===== config.mk =====
export PLATFORM = sky130hd
export DESIGN_NAME = uart_tx_sched
export DESIGN_NICKNAME = d
export VERILOG_FILES = /design/src/rtl/uart_tx_sched.sv
export SDC_FILE = /design/constraint.sdc
export NUM_CORES = 1
export LEC_CHECK = 0
export ABC_AREA = 1
export CORE_MARGIN = 2
export CORE_UTILIZATION = 50
export DETAILED_ROUTE_END_ITERATION = 6
export PLACE_DENSITY = 0.83
export SETUP_SLACK_MARGIN = 0.15
export SLEW_MARGIN = 20
export SYNTH_ARGS = -nofsm -noshare
export SYNTH_HDL_FRONTEND = slang
export SYNTH_SLANG_ARGS = --single-unit

===== constraint.sdc =====
create_clock -name CLK -period 3.09 [get_ports CLK]
set_input_delay 0.309 -clock CLK [delete_from_list [all_inputs] [get_ports CLK]]
set_output_delay 0.309 -clock CLK [all_outputs]
set_load 0.03 [all_outputs]

===== src/rtl/uart_tx_sched.sv =====
// Byte scheduler in front of a UART transmitter: one request slot per source
// (RF byte, ALU 16-bit word), round-robin arbitration, strobe retry and ALU LSB/MSB sequencing.
module uart_tx_sched #(
   parameter int unsigned BUSY_WAIT_MAX = 4
) (
   input  logic        CLK,
   input  logic        RST,
   input  logic [7:0]  RF_RD_DATA,
   input  logic        RF_RD_VLD,
   input  logic [15:0] ALU_OUT,
   input  logic        ALU_OUT_VLD,
   input  logic        TX_BUSY,
   output logic [7:0]  TX_P_DATA,
   output logic        TX_DATA_VALID,
   output logic        DROP,
   output logic        SCHED_BUSY
);

   localparam logic [3:0] WAIT_MAX = 4'(BUSY_WAIT_MAX);

   typedef enum logic [1:0] {IDLE, WAIT_ACK, WAIT_DONE} state_t;

   state_t      state_q, state_d;
   logic        rf_pend_q, rf_pend_d;
   logic [7:0]  rf_data_q, rf_data_d;
   logic        alu_pend_q, alu_pend_d;
   logic [15:0] alu_data_q, alu_data_d;
   logic [7:0]  msb_q, msb_d;
   logic        msb_due_q, msb_due_d;
   logic        last_alu_q, last_alu_d;
   logic [3:0]  cnt_q, cnt_d;
   logic [7:0]  p_data_q, p_data_d;
   logic        dv_q, dv_d;
   logic        drop_q, drop_d;
   logic        sbusy_q, sbusy_d;
   logic        grant_rf, grant_alu;

   // The priority pointer only moves when a tie is actually arbitrated.
   always_comb begin
      grant_rf  = 1'b0;
      grant_alu = 1'b0;
      if (state_q == IDLE && !TX_BUSY) begin
         if (rf_pend_q && alu_pend_q) begin
            grant_rf  = last_alu_q;
            grant_alu = !last_alu_q;
         end else begin
            grant_rf  = rf_pend_q;
            grant_alu = alu_pend_q;
         end
      end
   end

   always_comb begin
      state_d    = state_q;
      cnt_d      = cnt_q;
      p_data_d   = p_data_q;
      dv_d       = 1'b0;
      drop_d     = 1'b0;
      msb_d      = msb_q;
      msb_due_d  = msb_due_q;
      last_alu_d = last_alu_q;
      rf_pend_d  = rf_pend_q && !grant_rf;
      rf_data_d  = rf_data_q;
      alu_pend_d = alu_pend_q && !grant_alu;
      alu_data_d = alu_data_q;

      // A slot freed by a grant on this edge can take a new request at once.
      if (RF_RD_VLD) begin
         if (!rf_pend_q || grant_rf) begin
            rf_data_d = RF_RD_DATA;
            rf_pend_d = 1'b1;
         end else begin
            drop_d = 1'b1;
         end
      end
      if (ALU_OUT_VLD) begin
         if (!alu_pend_q || grant_alu) begin
            alu_data_d = ALU_OUT;
            alu_pend_d = 1'b1;
         end else begin
            drop_d = 1'b1;
         end
      end

      case (state_q)
         IDLE: begin
            if (grant_rf || grant_alu) begin
               p_data_d  = grant_alu ? alu_data_q[7:0] : rf_data_q;
               dv_d      = 1'b1;
               cnt_d     = 4'd0;
               msb_due_d = grant_alu;
               state_d   = WAIT_ACK;
               if (grant_alu) msb_d = alu_data_q[15:8];
               if (rf_pend_q && alu_pend_q) last_alu_d = grant_alu;
            end
         end
         WAIT_ACK: begin
            if (TX_BUSY) begin
               state_d = WAIT_DONE;
            end else if (cnt_q == WAIT_MAX) begin
               dv_d  = 1'b1;
               cnt_d = 4'd0;
            end else begin
               cnt_d = cnt_q + 4'd1;
            end
         end
         WAIT_DONE: begin
            if (!TX_BUSY) begin
               if (msb_due_q) begin
                  p_data_d  = msb_q;
                  dv_d      = 1'b1;
                  cnt_d     = 4'd0;
                  msb_due_d = 1'b0;
                  state_d   = WAIT_ACK;
               end else begin
                  state_d = IDLE;
               end
            end
         end
         default: state_d = IDLE;
      endcase

      sbusy_d = (state_d != IDLE) || rf_pend_d || alu_pend_d;
   end

   always_ff @(posedge CLK) begin
      if (RST) begin
         state_q    <= IDLE;
         rf_pend_q  <= 1'b0;
         alu_pend_q <= 1'b0;
         msb_due_q  <= 1'b0;
         last_alu_q <= 1'b1;
         cnt_q      <= 4'd0;
         p_data_q   <= 8'h00;
         dv_q       <= 1'b0;
         drop_q     <= 1'b0;
         sbusy_q    <= 1'b0;
      end else begin
         state_q    <= state_d;
         rf_pend_q  <= rf_pend_d;
         alu_pend_q <= alu_pend_d;
         msb_due_q  <= msb_due_d;
         last_alu_q <= last_alu_d;
         cnt_q      <= cnt_d;
         p_data_q   <= p_data_d;
         dv_q       <= dv_d;
         drop_q     <= drop_d;
         sbusy_q    <= sbusy_d;
      end
   end

   // Slot payloads are only meaningful while their pending flag is set.
   always_ff @(posedge CLK) begin
      rf_data_q  <= rf_data_d;
      alu_data_q <= alu_data_d;
      msb_q      <= msb_d;
   end

   assign TX_P_DATA     = p_data_q;
   assign TX_DATA_VALID = dv_q;
   assign DROP          = drop_q;
   assign SCHED_BUSY    = sbusy_q;

endmodule


; Word level (Yosys, flattened, before mapping)
; Cells that the tools add are included.
[word_totals]
in_bits = 29
regBits = 53
output_inout_bits = 11
[op_classes]
eq_ne = 7
muxes = 37
reduce_logical = 26
n_addsub = 1
[op_table]
columns = cell, n
row1 = 8-bit two-way mux, 4
row2 = 1-bit two-way mux, 20
row3 = 4-bit two-way mux, 5
row4 = 8-bit one-hot mux with 2 select lines, 1
row5 = 4-bit one-hot mux with 3 select lines, 1
row6 = 3-bit AND reduction, 3
row7 = 1-bit logical NOT, 6
row8 = 2-bit two-way mux, 3
row9 = 2-bit != test (second input constant), 3
row10 = 2-bit one-hot mux with 3 select lines, 1
row11 = 1-bit logical OR, 5
row12 = 5-bit AND reduction, 1
row13 = 4-bit by 1-bit adder with 4-bit output (second input constant), 1
row14 = 4-bit by 3-bit == test with 1-bit output (second input constant), 1
row15 = 1-bit logical AND, 4
row16 = 2-bit AND reduction, 2
row17 = 4-bit AND reduction, 1
row18 = 2-bit nonzero test, 2
row19 = 1-bit one-hot mux with 3 select lines, 1
row20 = 3-bit nonzero test, 1
row21 = 2-bit by 1-bit == test with 1-bit output (second input constant), 1
row22 = 2-bit == test (second input constant), 1
row23 = 2-bit logical NOT, 1
row24 = 2-bit by 1-bit != test with 1-bit output (second input constant), 1
row25 = 1-bit one-hot mux with 2 select lines, 1

; Longest topological paths before layout
; Gate-level depths: netlist of the first run.
[depth]
depth_word = 9
ltp_mapped = 9
mapped_depth_nobuf = 9

; Least setup slack after synthesis of the first run
; Ideal clock, no wire load.
[synth_path]
path_type = register to register
from = reg alu_pend_q
to = reg alu_data_q[0] (enable)
required_ps = 2696
setup_ps = 394
t_arrival_ps = 1741
period_less_slack_ps = 2135
stages_incl_launch_ff = 6
path_buffers = 1
setup_slack_ps = 955
path_cell_list = dfxtp_1 -> inv_2 -> a21oi_4 -> nand2_4 -> buf_6 -> a21oi_1
[synth_via]
elab_chain_cells = 5
word_cells_on_any_way = 6
classes_between = mux: 2 / reduce/logical: 4
[synth_rtl]
columns = element, line
row1 = "start, declared", 26  ; logic alu_pend_q, alu_pend_d;
row2 = "start signal, assigned", 141  ; alu_pend_q <= alu_pend_d;
row3 = 1-bit logical AND, 43  ; if (rf_pend_q && alu_pend_q) begin
row4 = 1-bit two-way mux, 43
row5 = 1-bit two-way mux, 42  ; if (state_q == IDLE && !TX_BUSY) begin
row6 = 1-bit logical OR *, 77  ; if (!alu_pend_q || grant_alu) begin
row7 = 2-bit AND reduction (no line) *, -
row8 = "end signal, assigned", 155  ; alu_data_q <= alu_data_d;
row9 = "end, declared", 27  ; logic [15:0] alu_data_q, alu_data_d;
; Mark *: on every way between the ends. The rest lies on a longest branch, timed or not.
; A chain may end at the register's enable or synchronous reset.

; Worst setup path after layout of the first run
[layout_path]
from = in TX_BUSY
to = reg rf_data_q[5] (enable)
[layout_via]
elab_chain_cells = 5
[layout_rtl]
columns = element, line
row1 = "start, declared", 12  ; input logic TX_BUSY,
row2 = 1-bit logical NOT, -
row3 = 1-bit logical AND, 42
row4 = 1-bit two-way mux, 42
row5 = 1-bit logical OR, 69  ; if (!rf_pend_q || grant_rf) begin
row6 = 2-bit AND reduction (no line), -
row7 = "end signal, assigned", 154  ; rf_data_q <= rf_data_d;
row8 = "end, declared", 25  ; logic [7:0] rf_data_q, rf_data_d;
; No other way between the ends.

==> reports/summary.txt, run 1 <==
Yosys top cell by area: edfxtp_1
Sequential element share of the synthesized area: 0.635
Power per cell area: 583 nW/um^2
Congestion Overflow GR: 0
Setup crit end kind: register
Finished Layout Cells: 303
# resized after CTS: 0
Distinct cells, synth: 25
1st-iter DRT viols: 172
Final hold violations: 0
CTS tree: yes
Commonest non-fill, non-tap cell in the layout: nand2_1
Initial antenna violation count: 0
IO Port Bufs: 39
Post-synth top area share: 0.442
Syn Std Cell Area: 2170 um^2
Yosys warns: 0
Average wire per standard cell: 12.8 um
Overall Power: 1.58 mW
Crit-path max FO: 13
DRT antenna net count: 0
RSZ-0062 raised after global routing: no
Worst IR Drop VDD: 367 uV
Net count after synthesis: 242
FP Rows: 23
DR vias: 1536
Filler cell count: 313
Outcome: complete, no violations
FF+latch count, synth: 53
Multi-input logic area: 646 um^2
Layout Area Growth over Synthesis: 24.9%
Crit Path Class: input pin to register
Worst clock skew: 5.51 ps
Finished Cell Area: 2720 um^2
Pleak: 1.12 nW
Syn_area_per_cell: 10.3 um^2
WP data arrival: 2010 ps
Drc violations: 0
Count of pins over their slew limit: 0
Core Area: 4090 um^2
Clk sink count: 53
Hpwl dp: 2.84 mm
Sw Ratio: 0.229
Cells after Synth: 211
Initial Util: 0.532
Fmax: 0.490 GHz
DRT Pass-1 Iters: 4
CTS HTree Levels: 2
GRT Total Usage: 0.167
Vias in the first global route: 1460
I/O pin cnt: 40
Die height: 70.0 um
Layout cells sized above 1: 0.115
Pin count of the biggest net entering global routing: 25
Commonest cells after routing, fill and taps aside: nand2_1, clkdlybuf4s50_1, edfxtp_1
First-pass GRT wire length: 6.47 mm
Post CTS Setup Buffer Count: 0
Max_cap viols: 0
Slew @ Worst Pin: 524 ps
Die Area: 4890 um^2
Post-DP Area: 2580 um^2
Final setup viols: 0
Cts bufs inserted: 5
Slew headroom: 0.650
Clock transition at path regs: 90 ps
Area contributors post-synth: edfxtp_1, dfxtp_1, nand2_1, nand3_1, inv_1
Clock share of power: 0.336
Final period util: 0.661
Final setup TNS: 0 ps
Internal power: 1.22 mW
Die width: 70.0 um
Net Switching: 363 uW
Final worst slack: 1050 ps
Final Util: 0.664
Avg Vias per Cell: 5.07
Min Hold Slack: 426 ps
DP Worst Slack: 772 ps
Sequential fraction of design power: 0.522
CP Data Required Time: 3060 ps
Logic pwr share: 0.143
NumNets Final: 283
Worst hold path class: register to register
CTS max path bufs: 2
Ant. Diodes: 0
Root Buffer: clkbuf_8
Hold-fix buffers, CTS: 0
Register area: 1380 um^2
Clk_lat worst skew: 290 ps
Dpl cells: 295
Minimum clock period: 2040 ps
Startpoint types: input pin
Routability cong.: 0.762
WL final: 3.88 mm
synth_stat cells, drive strengths merged:
library cell,instances
nand2,49
edfxtp,32
inv,25
nand3,24
dfxtp,21
a21oi,17
nor2,13
nand4,8
or2,8
buf,5
ha,2
o21ai,2
a21boi,1
clkbuf,1
o211ai,1
xnor2,1
xor2,1
power groups by stage:
| stage | Sequential (mW) | Combinational, mW | Clock [mW] |
|---|---|---|---|
| global placement | 0.840 | 0.222 | 0 |
| CTS | 0.827 | 0.227 | 0.541 |
| floorplan | 0.865 | 0.116 | 0 |
| detailed placement | 0.843 | 0.226 | 0 |
| global route | 0.832 | 0.250 | 0.570 |
| finish | 0.826 | 0.226 | 0.532 |
registers in the layout, indices dropped and copies added, names as in the netlist, 2 cells and up:
name and cells:
TX_P_DATA 8, alu_data_q 16, cnt_q 4, msb_q 8, rf_data_q 8, state_q 2
worst max-delay path: stages:
cell	delay (ps)
clkdlybuf4s50_1	480
nor2_2	460
nand2_2	290
nand2_1	150
nand2_1	60
inv_1	260
layer usage:
metal  vias to the layer above  GRT usage  routed length, um  part of all wire
met4                         0     0.0513                 44             0.011
met5                         -          0                  0                 0
met1                       707      0.218               1660              0.43
met3                         5     0.0303                136             0.035
met2                        45      0.285               2040              0.53
li1                        779          -                  -                 -
cells by family after synthesis:
kind of cell,after synthesis,synth area share
simple gates,102,0.220
flops,53,0.635
buf+inv,31,0.0679
compound gates,21,0.0575
xor+xnor,2,0.00806
fa+ha+maj,2,0.0115
final timing paths:
path,start,endpoint,slack (ps),depth (start not counted)
setup / recovery,TX_BUSY,rf_data_q[5],1050,6
hold / removal,alu_data_q[8],msb_q[0],430,0
setup reg to reg,state_q[0],rf_data_q[5],1130,7
hold reg to reg,alu_data_q[8],msb_q[0],430,0
layout make-up:
cell class              count  area share
inverters                  25      0.0346
multi-input cells         127       0.238
repair buffers             40       0.147
flip-flops and latches     53       0.509
clock buffers               5      0.0253
clock inverters             3      0.0240
well taps                  50      0.0230
Power figures use the tool's default switching activity.
==> run 2, diff against run 1 <==
- CORE_UTILIZATION: 50 -> 46
- PLACE_DENSITY: 0.83 -> 0.8
- clock period: 3.09 -> 1.7 ns (I/O delays scaled with it)
==> run 2 against run 1 <==
Wire length fell by 0.80%. Clock skew down 2.3 ps. Clock power is 42% higher. Clock-buffer cell count did not move. Non-clock buffer count increased by 9. Cell count is 4.3% higher. Total power is 70% higher. Sequential share of layout area is 1.4 points lower.
==> reports/summary.txt, run 2 (synthesis results as in run 1) <==
IO Port Bufs: 39 (unchanged)
Core Area: 4630 um^2 (+13%)
First-pass GRT wire length: 6.53 mm (+0.85%)
CP Buf/Inv Count: 1 (-1)
Dpl cells: 308 (+4.4%)
Commonest cells after routing, fill and taps aside: nand2_1, clkdlybuf4s50_1, edfxtp_1
Initial Util: 0.470 (-0.0624)
Final hold violations: 0 (unchanged)
Routability cong.: 0.805 (+5.7%)
Congestion Overflow GR: 0 (unchanged)
1st-iter DRT viols: 143 (-17%)
Worst hold path class: input pin to register
WP data arrival: 1320 ps (-690 ps)
Clock transition at path regs: 100 ps (about the same)
Die height: 72.8 um (+4.0%)
WL final: 3.85 mm (-0.80%)
Power per cell area: 963 nW/um^2 (+65%)
RSZ-0062 raised after global routing: no
Crit-path max FO: 2 (-11)
Minimum clock period: 1490 ps
I/O pin cnt: 40 (unchanged)
Filler cell count: 392 (+25%)
Hpwl dp: 2.85 mm (+0.13%)
Pin count of the biggest net entering global routing: 20 (-20%)
Layout Area Growth over Synthesis: 28.9%
Setup crit end kind: output port
Slew headroom: 0.702 (+0.0514)
CP Cell Sequence: clkdlybuf4s50_1
Die width: 72.8 um (+4.0%)
Commonest non-fill, non-tap cell in the layout: nand2_1
Sequential fraction of design power: 0.556 (+0.034)
CTS tree: yes
Ant. Diodes: 0 (unchanged)
Clk_lat worst skew: 310 ps (+20 ps)
Worst clock skew: 3.21 ps (-2.30 ps)
Final period util: 0.878
Outcome: complete, no violations
Die Area: 5290 um^2 (+8.2%)
Fmax: 0.670 GHz
Finished Layout Cells: 316 (+4.3%)
Root Buffer: clkbuf_8
Hold-fix buffers, CTS: 0 (unchanged)
Clk sink count: 53 (unchanged)
GRT Total Usage: 0.164 (-0.00370)
CTS HTree Levels: 2 (unchanged)
Critical Path Max Stage Delay: 670 ps (+190 ps)
Layout cells sized above 1: 0.156 (+0.0419)
Clock share of power: 0.280 (-0.056)
Most flop-heavy register: alu_data_q
DRT antenna net count: 0 (unchanged)
Min Hold Slack: 404 ps (-22.4 ps)
Max_cap viols: 0 (unchanged)
Worst IR Drop VDD: 593 uV (+62%)
Final setup viols: 0 (unchanged)
Final Util: 0.605 (-0.0590)
Cts bufs inserted: 5 (unchanged)
Final setup TNS: 0 ps (unchanged)
Pleak: 1.22 nW (+8.7%)
Crit Path Class: register to output port
Initial antenna violation count: 0 (unchanged)
Finished Cell Area: 2800 um^2 (+3.2%)
Overall Power: 2.70 mW (+70%)
DRT Pass-1 Iters: 4 (unchanged)
DP Worst Slack: 73.5 ps (-698 ps)
Critical path's slowest cell: clkdlybuf4s50_1
NumNets Final: 292 (+3.2%)
Vias in the first global route: 1511 (+3.5%)
Drc violations: 0 (unchanged)
Largest register FFs: 16 (unchanged)
Internal power: 1.97 mW (+61%)
CP Data Required Time: 1530 ps (-1530 ps)
Final worst slack: 208 ps (-839 ps)
Post-DP Area: 2690 um^2 (+4.4%)
FP Rows: 25 (+8.7%)
Logic pwr share: 0.164 (+0.021)
Net Switching: 729 uW (+100%)
Count of pins over their slew limit: 0 (unchanged)
Slew @ Worst Pin: 447 ps (-77.1 ps)
DR vias: 1580 (+2.9%)
Sw Ratio: 0.270 (+0.0413)
Average wire per standard cell: 12.2 um (-4.9%)
Avg Vias per Cell: 5.00 (-1.4%)
Delay-heaviest family, CP: buffers and inverters
Startpoint types: register
CTS max path bufs: 2 (unchanged)
==> run 2: changes by cell type in the layout (fill, tap and decap cells not counted), sizes merged <==
cell and delta:
buf +9, bufinv -2, clkdlybuf4s50 -4, dlymetal6s2s +4, inv +2
==> run 2: area by class of cell <==
type,instances,area (um^2),area share
clock buffers,5,68.8,0.0246
flip-flops and latches,53,1390,0.495
inverters,25,93.8,0.0335
clock inverters,3,28.8,0.0103
multi-input cells,127,657,0.234
well taps,54,67.6,0.0241
repair buffers,49,500,0.179
==> run 2: worst paths after layout <==
check,startpoint,endpoint,slack [ps],depth (start not counted)
max reg2reg,state_q[1],alu_data_q[12],280,6
min,ALU_OUT[7],alu_data_q[7],400,1
min reg2reg,alu_data_q[14],msb_q[6],430,0
max,TX_P_DATA[4],TX_P_DATA[4],210,1
==> run 2: repair_timing <==
item,CTS,global route
hold endpoints to repair,0,0
setup buffers,0,0
setup endpoints to repair,0,6
gates resized for setup,0,5
==> run 2: layer usage <==
layer  share of wire  wire, um  vias to the layer above  track usage
met5               0         0                        -            0
met4           0.030       114                        0       0.0885
met3           0.046       176                       12       0.0497
met2            0.49      1890                       38        0.256
met1            0.43      1670                      724        0.204
li1                -         -                      806            -
==> run 2: power by group through the flow <==
stage | Clock (mW) | Sequential (mW) | Combinational, mW
after global placement | 0 | 1.53 | 0.436
after floorplan | 0 | 1.57 | 0.213
final | 0.755 | 1.50 | 0.443
after CTS | 0.777 | 1.50 | 0.447
after global routing | 0.823 | 1.51 | 0.492
after detailed placement | 0 | 1.53 | 0.445
